===== src/rtl/spi_pkg.sv =====
// Shared types and constants for the SPI mode-0 target.
package spi_pkg;

    localparam int SPI_BYTE_W   = 8;
    localparam int SPI_BITCNT_W = 3;
    localparam logic [SPI_BYTE_W-1:0] SPI_IDLE_TX = 8'hFF;

    typedef enum logic {
        ST_IDLE,
        ST_ACTIVE
    } spi_state_e;

    typedef struct packed {
        logic                  first;
        logic [SPI_BYTE_W-1:0] data;
    } spi_rx_entry_t;

endpackage


===== src/rtl/spi_rx_fifo.sv =====
// Show-ahead synchronous FIFO of RX entries; push and pop in one cycle are both
// honoured even when full.
module spi_rx_fifo
    import spi_pkg::*;
#(
    parameter int FIFO_DEPTH = 4
) (
    input  logic          clk_i,
    input  logic          rst_ni,
    input  logic          push_i,
    input  spi_rx_entry_t din_i,
    input  logic          pop_i,
    output spi_rx_entry_t dout_o,
    output logic          full_o,
    output logic          empty_o
);

    localparam int AW = $clog2(FIFO_DEPTH);

    logic [AW:0]   wr_ptr_q, rd_ptr_q;
    spi_rx_entry_t mem_q [FIFO_DEPTH];
    logic          wr_en, rd_en;

    assign empty_o = (wr_ptr_q == rd_ptr_q);
    assign full_o  = (wr_ptr_q[AW] != rd_ptr_q[AW]) &&
                     (wr_ptr_q[AW-1:0] == rd_ptr_q[AW-1:0]);
    assign rd_en   = pop_i && !empty_o;
    assign wr_en   = push_i && (!full_o || pop_i);
    // Head reads as zero while empty so the outputs have a defined reset value.
    assign dout_o  = empty_o ? '0 : mem_q[rd_ptr_q[AW-1:0]];

    always_ff @(posedge clk_i or negedge rst_ni) begin
        if (!rst_ni) begin
            wr_ptr_q <= '0;
            rd_ptr_q <= '0;
        end else begin
            if (wr_en) wr_ptr_q <= wr_ptr_q + 1'b1;
            if (rd_en) rd_ptr_q <= rd_ptr_q + 1'b1;
        end
    end

    always_ff @(posedge clk_i) begin
        if (wr_en) mem_q[wr_ptr_q[AW-1:0]] <= din_i;
    end

endmodule


===== src/rtl/spi_target.sv =====
// SPI mode-0 target: oversampled SCK/CSX/SDI, MSB-first RX into a FIFO, TX reply shifter.
// Optional macro SPI_TARGET_DCX_EN adds a DCX input that tags command bytes.
module spi_target
    import spi_pkg::*;
#(
    parameter int                    SYNC_STAGES = 2,
    parameter int                    FIFO_DEPTH  = 4,
    parameter logic [SPI_BYTE_W-1:0] IDLE_TX     = SPI_IDLE_TX
) (
    input  logic                  CLK_100MHz,
    input  logic                  reset_n,
    input  logic                  SCK,
    input  logic                  CSX,
    input  logic                  SDI,
`ifdef SPI_TARGET_DCX_EN
    input  logic                  DCX,
`endif
    output logic                  SDO,
    output logic                  SDO_OE,
    output logic [SPI_BYTE_W-1:0] rx_data,
    output logic                  rx_first,
    output logic                  rx_valid,
    input  logic                  rx_ready,
    input  logic [SPI_BYTE_W-1:0] tx_data,
    input  logic                  tx_load,
    output logic                  tx_ready,
    output logic                  frame_active,
    output logic                  frame_abort,
    output logic                  overrun,
    input  logic                  overrun_clr
);

`ifdef SPI_TARGET_DCX_EN
    localparam int NSIG = 4;
`else
    localparam int NSIG = 3;
`endif

    logic [1:0] rst_sync_q;
    logic       rst_n;

    always_ff @(posedge CLK_100MHz or negedge reset_n) begin
        if (!reset_n) rst_sync_q <= '0;
        else          rst_sync_q <= {rst_sync_q[0], 1'b1};
    end
    assign rst_n = rst_sync_q[1];

    // Bit order: {DCX,} SDI, CSX, SCK. Chains reset to 0 so a CSX already low
    // at reset release never looks like a falling edge.
    logic [NSIG-1:0]                  pins;
    logic [SYNC_STAGES-1:0][NSIG-1:0] sync_q;
    logic [NSIG-1:0]                  sync_s, hist_q;

`ifdef SPI_TARGET_DCX_EN
    assign pins = {DCX, SDI, CSX, SCK};
`else
    assign pins = {SDI, CSX, SCK};
`endif
    assign sync_s = sync_q[SYNC_STAGES-1];

    always_ff @(posedge CLK_100MHz or negedge rst_n) begin
        if (!rst_n) begin
            sync_q <= '0;
            hist_q <= '0;
        end else begin
            sync_q <= {sync_q[SYNC_STAGES-2:0], pins};
            hist_q <= sync_s;
        end
    end

    logic sck_rise, sck_fall, csx_rise, csx_fall, sdi_s;
    assign sck_rise = sync_s[0] & ~hist_q[0];
    assign sck_fall = ~sync_s[0] & hist_q[0];
    assign csx_rise = sync_s[1] & ~hist_q[1];
    assign csx_fall = ~sync_s[1] & hist_q[1];
    // Data comes from the history stage; it is stable around the SCK edge anyway.
    assign sdi_s    = hist_q[2];

    spi_state_e              state_q, state_d;
    logic [SPI_BYTE_W-2:0]   shift_rx_q, shift_rx_d;
    logic [SPI_BYTE_W-1:0]   shift_tx_q, shift_tx_d;
    logic [SPI_BITCNT_W-1:0] bit_cnt_q, bit_cnt_d;
    logic [SPI_BYTE_W-1:0]   hold_q, hold_d, next_tx;
    logic                    hold_full_q, hold_full_d;
    logic                    push_q, push_d;
    spi_rx_entry_t           entry_q, entry_d;
    logic                    abort_q, abort_d;
    logic                    overrun_q, overrun_d;
`ifndef SPI_TARGET_DCX_EN
    logic                    first_q, first_d;
`endif

    always_ff @(posedge CLK_100MHz or negedge rst_n) begin
        if (!rst_n) begin
            state_q     <= ST_IDLE;
            shift_rx_q  <= '0;
            shift_tx_q  <= IDLE_TX;
            bit_cnt_q   <= '0;
            hold_q      <= '0;
            hold_full_q <= 1'b0;
            push_q      <= 1'b0;
            entry_q     <= '0;
            abort_q     <= 1'b0;
            overrun_q   <= 1'b0;
`ifndef SPI_TARGET_DCX_EN
            first_q     <= 1'b0;
`endif
        end else begin
            state_q     <= state_d;
            shift_rx_q  <= shift_rx_d;
            shift_tx_q  <= shift_tx_d;
            bit_cnt_q   <= bit_cnt_d;
            hold_q      <= hold_d;
            hold_full_q <= hold_full_d;
            push_q      <= push_d;
            entry_q     <= entry_d;
            abort_q     <= abort_d;
            overrun_q   <= overrun_d;
`ifndef SPI_TARGET_DCX_EN
            first_q     <= first_d;
`endif
        end
    end

    always_comb begin
        state_d     = state_q;
        shift_rx_d  = shift_rx_q;
        shift_tx_d  = shift_tx_q;
        bit_cnt_d   = bit_cnt_q;
        hold_d      = hold_q;
        hold_full_d = hold_full_q;
        push_d      = 1'b0;
        entry_d     = entry_q;
        abort_d     = 1'b0;
`ifndef SPI_TARGET_DCX_EN
        first_d     = first_q;
`endif
        next_tx     = hold_full_q ? hold_q : IDLE_TX;

        if (tx_load && !hold_full_q) begin
            hold_d      = tx_data;
            hold_full_d = 1'b1;
        end

        unique case (state_q)
            ST_IDLE: begin
                if (csx_fall) begin
                    state_d    = ST_ACTIVE;
                    shift_tx_d = next_tx;
                    bit_cnt_d  = '0;
                    if (hold_full_q) hold_full_d = 1'b0;
`ifndef SPI_TARGET_DCX_EN
                    first_d    = 1'b1;
`endif
                end
            end
            ST_ACTIVE: begin
                // CSX rise wins over any SCK edge seen in the same cycle.
                if (csx_rise) begin
                    state_d   = ST_IDLE;
                    bit_cnt_d = '0;
                    if (bit_cnt_q != '0) abort_d = 1'b1;
                end else if (sck_rise) begin
                    shift_rx_d = {shift_rx_q[SPI_BYTE_W-3:0], sdi_s};
                    bit_cnt_d  = bit_cnt_q + 3'd1;
                    if (bit_cnt_q == 3'd7) begin
                        push_d       = 1'b1;
                        entry_d.data = {shift_rx_q, sdi_s};
`ifdef SPI_TARGET_DCX_EN
                        entry_d.first = ~hist_q[3];
`else
                        entry_d.first = first_q;
                        first_d       = 1'b0;
`endif
                    end
                end else if (sck_fall) begin
                    if (bit_cnt_q != '0) begin
                        shift_tx_d = {shift_tx_q[SPI_BYTE_W-2:0], 1'b0};
                    end else begin
                        shift_tx_d = next_tx;
                        if (hold_full_q) hold_full_d = 1'b0;
                    end
                end
            end
            default: state_d = ST_IDLE;
        endcase
    end

    spi_rx_entry_t head;
    logic          fifo_full, fifo_empty;

    spi_rx_fifo #(
        .FIFO_DEPTH(FIFO_DEPTH)
    ) u_fifo (
        .clk_i  (CLK_100MHz),
        .rst_ni (rst_n),
        .push_i (push_q),
        .din_i  (entry_q),
        .pop_i  (rx_ready),
        .dout_o (head),
        .full_o (fifo_full),
        .empty_o(fifo_empty)
    );

    // A new drop beats a simultaneous clear.
    always_comb begin
        overrun_d = overrun_q & ~overrun_clr;
        if (push_q && fifo_full && !rx_ready) overrun_d = 1'b1;
    end

    assign SDO          = (state_q == ST_ACTIVE) ? shift_tx_q[SPI_BYTE_W-1] : 1'b1;
    assign SDO_OE       = (state_q == ST_ACTIVE);
    assign frame_active = (state_q == ST_ACTIVE);
    assign rx_data      = head.data;
    assign rx_first     = head.first;
    assign rx_valid     = ~fifo_empty;
    assign tx_ready     = ~hold_full_q;
    assign frame_abort  = abort_q;
    assign overrun      = overrun_q;

endmodule

===== config.mk =====
export PLATFORM = sky130hd
export DESIGN_NAME = spi_target
export DESIGN_NICKNAME = d
export VERILOG_FILES = /design/src/rtl/spi_pkg.sv /design/src/rtl/spi_rx_fifo.sv /design/src/rtl/spi_target.sv
export SDC_FILE = /design/constraint.sdc
export NUM_CORES = 1
export LEC_CHECK = 0
export CAP_MARGIN = 10
export CORE_MARGIN = 4
export CORE_UTILIZATION = 62
export DETAILED_ROUTE_END_ITERATION = 6
export PLACE_DENSITY_LB_ADDON = 0.2
export SKIP_LAST_GASP = 1
export SLEW_MARGIN = 5
export SYNTH_ARGS = -nofsm -noshare
export SYNTH_HDL_FRONTEND = slang
export SYNTH_SLANG_ARGS = --single-unit

===== constraint.sdc =====
create_clock -name CLK_100MHz -period 3.9 [get_ports CLK_100MHz]
set_clock_uncertainty 0.1 [all_clocks]
set_input_delay 0.39 -clock CLK_100MHz [delete_from_list [all_inputs] [get_ports CLK_100MHz]]
set_output_delay 0.39 -clock CLK_100MHz [all_outputs]
set_load 0.005 [all_outputs]

==> impl_metrics.sql, run 1 <==
INSERT INTO impl_metrics (metric_group, metric, value, unit) VALUES
('grt', 'globalRouteOverflowTotal', '0', ''),
('routing', 'drt_first_iter_violations', '87', ''),
('routing', 'drt-pass1-iter-count', '4', ''),
('cts', 'tritoncts_buffers', '9', ''),
('power', 'power_per_cell_area', '554', 'nW/um^2'),
('die', 'die_h', '87.2', 'microns'),
('grt', 'grt_pass1_wl', '10.1', 'mm'),
('run_status', 'status', 'finished clean', ''),
('worst_setup_path', 'crit_slowest_cell', 'dfrtp_1', ''),
('worst_setup_path', 'cpLargestDelayFamily', 'flip-flops', ''),
('synthesis', 'number_of_synthesized_flops_with_an_enable_pin', '36', ''),
('die', 'die-width', '87.2', 'microns'),
('die', 'core_area', '5990', 'sq um'),
('timing', 'slew-limit-headroom', '0.478', ''),
('worst_setup_path', 'slowest_delay', '830', 'ps'),
('synthesis', 'syn-cell-area', '3880', 'sq um'),
('cts', 'clock_tree.htree_level_count', '3', ''),
('finish', 'syn2layout_area_growth', '14.3', '%'),
('worst_setup_path', 'critPathBufInv', '2', ''),
('grt', 'met1_usage', '0.239', ''),
('timing', 'finalSetupViolCount', '0', ''),
('run', 'drv_cap', '0', ''),
('finish', 'final_common_cell', 'dfrtp_1', ''),
('worst_setup_path', 'critical_path.cell_chain', 'xor2_2 > nor3_1 > buf_4 > nor2b_1 > clkdlybuf4s50_1', ''),
('worst_hold_path', 'hold_class', 'input port to async pin', ''),
('finish', 'utilization', '0.741', ''),
('routing', 'drt_wl_total', '6.09', 'mm'),
('synthesis', 'ys_types', '45', ''),
('place', 'portBuffers', '31', ''),
('grt', 'grt_busiest_layer', 'met2', ''),
('power', 'irDropWorstVdd', '458', 'uV'),
('cts', 'clk-insertion-delay-late', '340', 'ps'),
('grt', 'grt_util_met2', '0.279', ''),
('cts', 'ctsHoldBuffers', '0', ''),
('worst_setup_path', 'timing.critical_path.from_type', 'flip-flop', ''),
('cts', 'clk_pin_slew', '80', 'ps'),
('cts', 'cts.repair_timing.setup_buffer_count', '0', ''),
('cts', 'cts_resized', '0', ''),
('finish', 'layout_common_cells', '49 x dfrtp_1, 36 x edfxtp_1, 31 x clkdlybuf4s50_1', ''),
('die', 'die-area', '7600', 'sq um'),
('worst_setup_path', 'critical_path_required', '3410', 'ps'),
('cts', 'cts_root_buffer', 'clkbuf_8', ''),
('timing', 'hold_viol_final', '0', ''),
('synthesis', 'synth-warning-count', '0', ''),
('grt', 'grt_start_max_net_pins', '39', ''),
('timing', 'final.min_clock_period', '2960', 'ps'),
('routing', 'detail_route.drc_violations', '0', ''),
('worst_setup_path', 'timing.critical_path.fanout_max', '12', ''),
('worst_setup_path', 'timing.reg2reg.worst_path_depth', '3', ''),
('finish', 'antenna_cells', '0', ''),
('worst_setup_path', 'r2r_end', 'u_fifo.mem_q[3][0]', ''),
('place', 'gp_routability_congestion', '0.778', ''),
('die', 'initial_utilization', '0.648', ''),
('grt', 'antenna_found_initial', '0', ''),
('synthesis', 'syn-mean-instance-area', '15.4', 'sq um'),
('worst_setup_path', 'crit_type', 'flip-flop to primary output', ''),
('finish', 'finalNetCount', '308', ''),
('synthesis', 'synth-seq-cells', '94', ''),
('routing', 'vias_after_detailed_routing', '2101', ''),
('worst_setup_path', 'r2r_slack', '1570', 'ps'),
('place', 'dp_hpwl', '3.99', 'mm'),
('worst_setup_path', 'crit_path_end_kind', 'primary output', ''),
('power', 'reported_leakage_power', '1.79', 'nW'),
('grt', 'number_of_global_route_vias_before_repair', '2134', ''),
('synthesis', 'asr_flop_ratio_synth', '0.617', ''),
('cts', 'tritoncts', 'yes', ''),
('timing', 'hold_ws', '95.0', 'ps'),
('cts', 'cts_num_sinks', '94', ''),
('timing', 'maxClockFrequency', '338', 'MHz'),
('synthesis', 'mappedNetlistNets', '276', ''),
('die', 'floorplan.io_pins', '32', '');
-- cells in the mapped netlist (all sizes together), types with 7 or more instances --
library cell | number | share of area
nor2b | 13 | 0.021
mux2 | 27 | 0.078
clkbuf | 9 | 0.0087
ha | 8 | 0.026
dfrtp | 50 | 0.32
nand3 | 9 | 0.012
mux4 | 9 | 0.052
o2bb2ai | 8 | 0.018
dfstp | 8 | 0.054
edfxtp | 36 | 0.28
a311oi | 7 | 0.016
a31oi | 7 | 0.011
inv | 13 | 0.013
-- through the flow --
step                      setup WS (ps)  instance area [sq um]  instances  power, mW
after floorplan                    2060                   3880        252       1.70
after global placement             1420                   4260        348       1.88
after detailed placement           1260                   4260        348       1.90
after CTS                           858                   4440        363       2.49
after global routing                721                   4440        363       2.61
final                               941                   4440        363       2.46
-- state kept, by name (all words and copies together), names as in the netlist --
| name | flops |
|---|---|
| bit_cnt_q | 3 |
| u_fifo.wr_ptr_q | 3 |
| entry_q | 9 |
| sync_s | 3 |
| u_fifo.rd_ptr_q | 3 |
| u_fifo.mem_q | 36 |
| shift_rx_q | 7 |
| shift_tx_q | 8 |
| hold_full_q | 1 |
| first_q | 1 |
| SDO_OE | 1 |
| rst_sync_q | 2 |
| overrun | 1 |
| frame_abort | 1 |
| hold_q | 8 |
| sync_q | 3 |
| hist_q | 3 |
| push_q | 1 |
-- layout make-up --
cell class	count	area [sq um]	area share
clock buffer	10	128	0.0287
clock inverter	5	51.3	0.0116
inverter	13	48.8	0.0110
multi-input combinational	131	1230	0.278
sequential	94	2540	0.573
tap	75	93.8	0.0211
timing repair buffer	35	340	0.0767
-- worst max path at each step --
stage               slack (ps)               start          to  cells after the start
floorplan                 2060  u_fifo.wr_ptr_q[0]  rx_data[0]                      3
global placement          1420  u_fifo.rd_ptr_q[0]  rx_data[0]                      5
detailed placement        1260  u_fifo.rd_ptr_q[0]  rx_data[7]                      5
CTS                        860  u_fifo.rd_ptr_q[0]  rx_data[7]                      5
global route               720  u_fifo.rd_ptr_q[0]  rx_data[7]                      5
finish                     940  u_fifo.rd_ptr_q[0]  rx_data[7]                      5
-- power breakdown --
part	leakage (nW)	internal [mW]	switching, mW	total (mW)
Clock	0.0912	0.289	0.299	0.588
Sequential	1.08	1.18	0.144	1.33
Combinational	0.615	0.330	0.214	0.543
Total	1.79	1.80	0.657	2.46
-- cell families after synthesis --
family | after synthesis | synth area share
DFF | 94 | 0.654
and+or+nand+nor | 42 | 0.0663
AOI/OAI and AO/OA | 36 | 0.0738
muxes | 36 | 0.130
buffers and inverters | 27 | 0.0280
adders and majority gates | 9 | 0.0283
xor gates and xnor gates | 7 | 0.0177
other | 1 | 0.000965
-- metal layers --
metal / vias to the layer above / routed length, microns
met2: 35 / 2920
met5: - / 0
met3: 9 / 252
met4: 0 / 121
li1: 1000 / -
met1: 1057 / 2790
Power figures use the tool's default switching activity.
==> run 2: changes to the inputs <==
--- a/config.mk
+++ b/config.mk
@@ -7,7 +7,7 @@
 export LEC_CHECK = 0
 export CAP_MARGIN = 10
 export CORE_MARGIN = 4
-export CORE_UTILIZATION = 62
+export CORE_UTILIZATION = 52
 export DETAILED_ROUTE_END_ITERATION = 6
 export PLACE_DENSITY_LB_ADDON = 0.2
 export SKIP_LAST_GASP = 1
==> constraint.sdc (replaced) <==
create_clock -name CLK_100MHz -period 2.63 [get_ports CLK_100MHz]
set_clock_uncertainty 0.1 [all_clocks]
set_input_delay 0.263 -clock CLK_100MHz [delete_from_list [all_inputs] [get_ports CLK_100MHz]]
set_output_delay 0.263 -clock CLK_100MHz [all_outputs]
set_load 0.005 [all_outputs]
==> run 2 against run 1 <==
  * Critical path type unchanged
  * Register-to-register slack got worse by 900 ps
  * Clock power rose by 60%
  * Highest routed layer unchanged
  * First-iteration DRC count up 31%
  * Non-clock buffer count rose by 7
  * Largest cell class unchanged
  * Cell count rose by 8.8%
  * Wire length grew 0.79%
  * Global-route usage is 2.1 points lower
  * Combinational power rose by 67%
  * Sequential power rose by 43%
  * Critical path depth shrank 1
  * Sequential share of layout area shrank 1.4 points
  * Cell area grew 2.6%
==> impl_metrics.sql, run 2 (same netlist as run 1, synthesis figures left out) <==
INSERT INTO impl_metrics (metric_group, metric, value, unit) VALUES
('run_status', 'status', 'finished clean', ''),
('grt', 'number_of_global_route_vias_before_repair', '2188', ''),
('power', 'power_per_cell_area', '823', 'nW/um^2'),
('cts', 'tritoncts', 'yes', ''),
('timing', 'hold_ws', '226', 'ps'),
('timing', 'hold_viol_final', '0', ''),
('place', 'portBuffers', '31', ''),
('timing', 'rsz_0062_raised_after_global_routing', 'no', ''),
('timing', 'setup_tns', '0', 'ps'),
('worst_setup_path', 'critical_path_required', '2270', 'ps'),
('die', 'die-area', '8920', 'sq um'),
('finish', 'final_common_cell', 'dfrtp_1', ''),
('cts', 'cts.repair_timing.setup_buffer_count', '0', ''),
('timing', 'final.min_clock_period', '2520', 'ps'),
('finish', 'finalNetCount', '315', ''),
('place', 'dp_hpwl', '4.11', 'mm'),
('power', 'irDropWorstVdd', '381', 'uV'),
('cts', 'cts_num_sinks', '94', ''),
('worst_setup_path', 'arrival', '2150', 'ps'),
('cts', 'tritoncts_buffers', '9', ''),
('routing', 'met2WireLength', '2.91', 'mm'),
('routing', 'drt_wl_total', '6.14', 'mm'),
('cts', 'clock_tree.htree_level_count', '3', ''),
('cts', 'cts_root_buffer', 'clkbuf_8', ''),
('timing', 'drv_slew', '0', ''),
('routing', 'postRouteAntennaNets', '0', ''),
('die', 'std_cell_rows', '31', ''),
('timing', 'layout_worst_path_cycle_share', '0.957', ''),
('worst_hold_path', 'hold_class', 'input port to flip-flop', ''),
('routing', 'drt-pass1-iter-count', '4', ''),
('finish', 'layout_common_cells', '47 x dfrtp_1, 36 x edfxtp_1, 31 x clkdlybuf4s50_1', ''),
('die', 'core_area', '7250', 'sq um'),
('power', 'reported_leakage_power', '1.83', 'nW'),
('routing', 'routedWlPerCell', '15.5', 'microns'),
('finish', 'syn2layout_area_growth', '17.2', '%'),
('cts', 'cts_buffer_depth', '2', ''),
('routing', 'route.met3.wl', '329', 'microns'),
('timing', 'worst_pin_slew', '635', 'ps'),
('grt', 'globalRouteOverflowTotal', '0', ''),
('die', 'floorplan.io_pins', '32', ''),
('cts', 'clk_pin_slew', '100', 'ps'),
('routing', 'route.detailed.vias_per_inst', '5.48', ''),
('die', 'die_h', '94.4', 'microns'),
('routing', 'top_signal_layer_used', 'met4', ''),
('timing', 'slew-limit-headroom', '0.577', ''),
('worst_setup_path', 'timing.critical_path.fanout_max', '7', ''),
('worst_setup_path', 'timing.reg2reg.worst_path_depth', '3', ''),
('routing', 'detail_route.drc_violations', '0', ''),
('routing', 'drt_first_iter_violations', '114', ''),
('die', 'die-width', '94.4', 'microns'),
('cts', 'clk-insertion-delay-late', '370', 'ps'),
('place', 'gp_routability_congestion', '0.741', ''),
('grt', 'antenna_found_initial', '0', ''),
('grt', 'global_route.usage.total', '0.158', ''),
('timing', 'finalSetupViolCount', '0', ''),
('routing', 'vias_after_detailed_routing', '2165', ''),
('worst_hold_path', 'timing.hold.worst_path_depth', '1', ''),
('grt', 'grt_pass1_wl', '10.7', 'mm'),
('worst_setup_path', 'crit_type', 'flip-flop to primary output', ''),
('grt', 'grt_start_max_net_pins', '52', ''),
('worst_setup_path', 'timing.critical_path.from_type', 'flip-flop', ''),
('timing', 'maxClockFrequency', '397', 'MHz'),
('routing', 'detail_route.wirelength.met1', '2.78', 'mm'),
('worst_setup_path', 'crit_path_end_kind', 'primary output', ''),
('run', 'drv_cap', '0', ''),
('finish', 'largest_register_ffs', '36', ''),
('die', 'initial_utilization', '0.536', ''),
('finish', 'antenna_cells', '0', ''),
('finish', 'post_route_cells_drive_above_1_share', '0.274', ''),
('finish', 'utilization', '0.628', '');
## run 2: cell count changes in the layout (fill, tap and decap cells not counted), moves of 2 or more
cell | previous run | this run
dfrtp_2 | 1 | 3
inv_8 | 0 | 4
dlygate4sd3_1 | 0 | 2
clkinv_1 | 2 | 0
dfrtp_1 | 49 | 47
inv_6 | 0 | 2
buf_4 | 4 | 9
## run 2: per-layer routing
metal  GRT usage  vias up
met5           0        -
met2       0.243       64
met3      0.0359        9
met4      0.0734        0
li1            -     1027
met1       0.216     1065
## run 2: final cells by class
| cell class | instances | area (sq um) |
|---|---|---|
| Fill cell | 574 | 2700 |
| Inverter | 13 | 48.8 |
| Multi-Input combinational cell | 131 | 1240 |
| Timing Repair Buffer | 42 | 398 |
| Tap cell | 99 | 124 |
| Clock buffer | 9 | 124 |
| Clock inverter | 7 | 71.3 |
| Sequential cell | 94 | 2550 |
## run 2: power by group
| part | total [mW] | switching (mW) | internal, mW | leakage, nW |
|---|---|---|---|---|
| Combinational | 0.908 | 0.385 | 0.523 | 0.649 |
| Clock | 0.939 | 0.560 | 0.379 | 0.102 |
| Sequential | 1.90 | 0.145 | 1.76 | 1.08 |
| Total | 3.75 | 1.09 | 2.66 | 1.83 |
## run 2: worst max-delay path, cell delays in order (launching register included)
cell,delay (ps)
dfrtp_2,470
buf_4,230
mux4_2,510
nor2b_1,140
clkdlybuf4s50_1,440
## run 2: worst paths after layout
check                                    from            endpoint  slack (ps)
max in group asynchronous       rst_sync_q[1]  u_fifo.rd_ptr_q[0]        1670
min                                       SDI           sync_q[2]         230
max reg2reg                u_fifo.rd_ptr_q[0]  u_fifo.mem_q[0][7]         670
max                        u_fifo.rd_ptr_q[0]          rx_data[3]         110
min reg2reg                         sync_q[1]           sync_s[1]         250
min in group asynchronous       rst_sync_q[1]          entry_q[2]         300
## run 2: through the flow
stage / setup WS, ps / area [sq um] / cells / power (mW)
after floorplan: 810 / 3880 / 252 / 2.52
after global placement: 411 / 4330 / 377 / 2.82
after detailed placement: 394 / 4330 / 377 / 2.85
after CTS: 75.6 / 4540 / 395 / 3.78
after global routing: 2.72 / 4550 / 395 / 3.98
final: 114 / 4550 / 395 / 3.75
## run 2: repair_timing
| item | CTS | global route |
|---|---|---|
| endpoints found under the hold margin | 7 | 0 |
| endpoints found under the setup margin | 2 | 3 |
| hold buffers | 2 | 0 |
| gates resized for setup | 1 | 2 |
